## config.mk

```make
export PLATFORM = sky130hd
export DESIGN_NAME = piso_serializer
export DESIGN_NICKNAME = d
export VERILOG_FILES = /design/src/rtl/piso_serializer.sv
export SDC_FILE = /design/constraint.sdc
export NUM_CORES = 1
export LEC_CHECK = 0
export CAP_MARGIN = 10
export CORE_ASPECT_RATIO = 0.8
export CORE_UTILIZATION = 50
export CTS_CLUSTER_DIAMETER = 30
export DETAILED_ROUTE_END_ITERATION = 6
export PLACE_DENSITY = 0.8
export SLEW_MARGIN = 20
export SYNTH_ARGS = -nofsm -noshare
export SYNTH_HDL_FRONTEND = slang
export SYNTH_SLANG_ARGS = --single-unit
```

## constraint.sdc

```tcl
create_clock -name clk -period 3.2 [get_ports clk]
set_input_delay 0.8 -clock clk [delete_from_list [all_inputs] [get_ports clk]]
set_output_delay 0.8 -clock clk [all_outputs]
set_load 0.01 [all_outputs]
```

## src/rtl/piso_serializer.sv

```systemverilog
// Parallel-in/serial-out stage feeding a bidirectional shift register (d_in/shift_en/dir).
// Define PISO_PARITY_EN to append an even-parity bit (par_valid) after each frame.
module piso_serializer #(
    parameter int WIDTH = 8
) (
    input  logic             clk,
    input  logic             rst_n,
    input  logic             din_valid,
    output logic             din_ready,
    input  logic [WIDTH-1:0] din,
    input  logic             dir_in,
    input  logic             hold,
    output logic             s_out,
    output logic             s_valid,
    output logic             s_dir,
    output logic             busy,
    output logic             frame_done,
    output logic             par_valid
);

    localparam int CW = (WIDTH > 1) ? $clog2(WIDTH) : 1;

    typedef enum logic [1:0] {
        IDLE  = 2'd0,
        SHIFT = 2'd1,
        PAR   = 2'd2
    } state_t;

    state_t           state_q;
    state_t           state_d;
    logic [CW-1:0]    cnt_q;
    logic [CW-1:0]    bit_idx;
    logic [WIDTH-1:0] data_q;
    logic             accept;
    logic             step;
    logic             last_bit;
    logic             frame_end;
    logic             done_pend;
    logic             s_out_d;

    // Handshake: a word transfers on a rising edge where din_valid && din_ready;
    // din_ready is high only in IDLE, so din_valid is ignored for the rest of the frame.
    assign accept = din_valid && din_ready;

`ifdef PISO_PARITY_EN
    logic par_step;
    assign par_step = (state_q == PAR) && !hold;
`endif

    always_ff @(posedge clk or negedge rst_n) begin
        if (!rst_n) begin
            state_q <= IDLE;
        end else begin
            state_q <= state_d;
        end
    end

    always_comb begin
        state_d = state_q;
        case (state_q)
            IDLE: begin
                if (accept) state_d = SHIFT;
            end
            SHIFT: begin
`ifdef PISO_PARITY_EN
                if (last_bit) state_d = PAR;
`else
                if (last_bit) state_d = IDLE;
`endif
            end
`ifdef PISO_PARITY_EN
            PAR: begin
                if (par_step) state_d = IDLE;
            end
`endif
            default: state_d = IDLE;
        endcase
    end

    // Output decode: din_ready is combinational, everything else feeds registers.
    always_comb begin
        din_ready = (state_q == IDLE);
        step      = (state_q == SHIFT) && !hold;
        last_bit  = step && (cnt_q == CW'(WIDTH - 1));
        bit_idx   = s_dir ? cnt_q : (CW'(WIDTH - 1) - cnt_q);
        s_out_d   = s_out;
        if (step) s_out_d = data_q[bit_idx];
`ifdef PISO_PARITY_EN
        if (par_step) s_out_d = ^data_q;
        frame_end = par_step;
`else
        frame_end = last_bit;
`endif
    end

    always_ff @(posedge clk or negedge rst_n) begin
        if (!rst_n) begin
            cnt_q      <= '0;
            data_q     <= '0;
            s_dir      <= 1'b0;
            s_out      <= 1'b0;
            s_valid    <= 1'b0;
            busy       <= 1'b0;
            done_pend  <= 1'b0;
            frame_done <= 1'b0;
        end else begin
            if (accept) begin
                data_q <= din;
                s_dir  <= dir_in;
                cnt_q  <= '0;
            end else if (last_bit) begin
                cnt_q <= '0;
            end else if (step) begin
                cnt_q <= cnt_q + 1'b1;
            end
            s_out      <= s_out_d;
            s_valid    <= step;
            done_pend  <= frame_end;
            frame_done <= done_pend;
            // A word accepted on the frame_done edge keeps busy high (back-to-back).
            if (accept) busy <= 1'b1;
            else if (done_pend) busy <= 1'b0;
        end
    end

`ifdef PISO_PARITY_EN
    always_ff @(posedge clk or negedge rst_n) begin
        if (!rst_n) par_valid <= 1'b0;
        else        par_valid <= par_step;
    end
`else
    assign par_valid = 1'b0;
`endif

endmodule

```

==> summary.md <==
| Metric | Value |
|---|---|
| Initial drt markers | `1` |
| Fin. max-slew vios | `0` |
| Routed WL | `1418 um` |
| GRT Total Usage | `19.98%` |
| Initial Utilization | `57.07%` |
| Primary FF master, synth | `dfrtp_1` |
| Ports | `20` |
| Worst Hold Class | `reg -> reg` |
| Placed instance count | `107` |
| Layout Cells excl Fill | `110` |
| Pin count of the biggest net entering global routing | `19` |
| Worst-Skew Late Latency | `0.28 ns` |
| Die Area | `0.001866 mm2` |
| Met3 wire len | `61 um` |
| Measured slew at the worst slew-check pin | `0.7730 ns` |
| Max VDD drop | `0.0004279 V` |
| Buffers on Ports | `18` |
| Worst-path clk slew | `0.09 ns` |
| Yosys top cell area share | `53.10%` |
| Fillers | `99` |
| Clk_skew | `0.001266 ns` |
| Worst path top cell family by delay | `buffers and inverters` |
| Max frequency | `456.8 MHz` |
| Postcts setup bufs | `0` |
| Crit-path max cell delay | `0.59 ns` |
| Hold_buf cts | `0` |
| Crit share post-route | `68.42%` |
| Unique masters post-synth | `26` |
| Fin Setup TNS | `0 ns` |
| Final ANT Viol Nets | `0` |
| GP Congestion | `0.7157` |
| Wl on met1 | `651 um` |
| CTS tree | `yes` |
| Routed wire per std cell | `12.89 um` |
| Mapped Area | `848.3 um2` |
| Synth area leader | `dfrtp_1` |
| Post-synth EDFFs | `0` |
| Outcome | `complete, no violations` |
| H-tree lvl count | `1` |
| DP HPWL | `1084 um` |
| Most instantiated cells after synthesis | `dfrtp_1, mux2_2, inv_1, mux2i_1, nor2_1` |
| RSZ-0062 raised after global routing | `false` |
| Ys async rst share | `100.0%` |
| DRC viols | `0` |
| Top sig layer | `met3` |
| Critical path type | `reg -> out` |
| Endpoint type of the worst setup path | `primary output` |
| Clock Sinks | `18` |
| Routed wl met2 | `705 um` |
| Vias in the first global route | `531` |
| P&R area growth vs syn | `24.63%` |
| Ranking of synthesized cells by area | `dfrtp_1, mux2_2, mux2i_1` |
| Worst path slowest cell | `clkdlybuf4s50_1` |
| DR pass1 iterations | `2` |
| # Max-Cap Violations | `0` |
| Buf/Inv on CP | `1` |
| Congestion Overflow GR | `0` |
| Initial antenna violation count | `0` |
| Post-CTS sizing | `0` |
| Crit path DAT | `1.39 ns` |
| Leakage | `0.4651 nW` |
| Sequential area share after synthesis | `53.10%` |
| Clock Tree Root | `clkbuf_4` |
| Mean Syn Cell Area | `11.95 um2` |
| Share of layout cells above drive strength 1 | `15.73%` |
| Die boundary height | `38.84 um` |
| Final min period | `2.189 ns` |
| Worst Setup Start Kind | `flip-flop` |
| Endpoints failing setup | `0` |
| Pre-CTS WS | `1.083 ns` |
| Maximum clock path buffer count | `2` |
| Core area | `0.001486 mm2` |
| Vias | `579` |
| Crit Path Max Fanout | `10` |
| PwrDens | `809.7 mW/mm2` |
| Slew headroom | `48.31%` |
| Nets | `106` |
| Count leader, synth | `dfrtp_1` |
| ANT cells | `0` |
| CP required | `2.40 ns` |
| #FFs+latches synth | `18` |
| Total CTS buffers | `3` |
| Final setup margin | `1.011 ns` |
| Yosys warns | `0` |
| Chip Width | `48.05 um` |
| Crit-path cells | `clkdlybuf4s50_1` |
| Syn Inst Count | `71` |
| Vias per cell | `5.264` |
| First-pass GRT wire length | `2456 um` |
| Fin. Hold Viols | `0` |
| Row count | `12` |
| Syn_nets | `86` |
cells in the final DEF (no fill, tap or decap), types with 2 or more instances in the layout:
| master | n |
|---|---|
| nand2_1 | 3 |
| nor2_1 | 5 |
| mux2i_1 | 6 |
| clkbuf_4 | 3 |
| mux2_2 | 8 |
| o21ai_0 | 3 |
| ha_1 | 2 |
| nand3_1 | 3 |
| dfrtp_1 | 18 |
| clkdlybuf4s50_1 | 18 |
| inv_1 | 6 |
through the flow:
stage               util, %   power, W  hold WS, ns  cell area (um2)
finish                71.13  0.0008561       0.3891             1057
global placement      69.61  0.0007371       0.3600             1035
floorplan                 -  0.0006498       0.3537            848.3
CTS                   71.13  0.0008647       0.3877             1057
detailed placement    69.61  0.0007575       0.3664             1035
global route          71.13  0.0009284       0.4073             1057
layout make-up:
type / instances / area (um2) / area share, %
timing repair buffer: 19 / 187.7 / 17.75
inverter: 6 / 22.52 / 2.130
clock buffer: 3 / 22.52 / 2.130
tap: 21 / 26.28 / 2.485
sequential: 18 / 450.4 / 42.60
multi-input combinational: 43 / 347.8 / 32.90
layer usage:
layer  GRT usage, %  vias to the layer above
met5              0                        -
met4          2.083                        0
met3          8.411                        0
met2          31.76                       14
met1          26.20                      280
li1               -                      285
report_power, final:
| part | total (W) | leakage, nW | internal (W) | switching (W) |
|---|---|---|---|---|
| Combinational | 0.000321 | 0.233 | 0.000205 | 0.000116 |
| Clock | 0.000106 | 0.0138 | 0.0000437 | 0.0000619 |
| Sequential | 0.000430 | 0.219 | 0.000320 | 0.000110 |
| Total | 0.000856 | 0.465 | 0.000568 | 0.000288 |
flip-flops by register name, summed over array words and instances (netlist names):
signal      count
s_dir           1
data_q          8
frame_done      1
s_out           1
s_valid         1
cnt_q           3
busy            1
done_pend       1
state_q         1
path summary, 6_finish.rpt:
kind                              endpoint  slack (ns)  cells past startpoint  startpoint
worst min register to register  frame_done        0.39                      0   done_pend
max in group asynchronous         cnt_q[2]        1.76                      1       rst_n
min in group asynchronous            s_dir        0.96                      1       rst_n
worst min-delay path            frame_done        0.39                      0   done_pend
worst max-delay path                 s_dir        1.01                      1       s_dir
worst max register to register       s_out        1.67                      3    cnt_q[1]
cells by family after synthesis:
family	Yosys count	synth area share (%)
muxes	15	20.35
DFF	18	53.10
other	1	0.4421
adders and majority gates	2	2.949
buffers and inverters	10	5.899
AOI/OAI and AO/OA	12	10.47
and+or+nand+nor	13	6.785
Power figures use the tool's default switching activity.
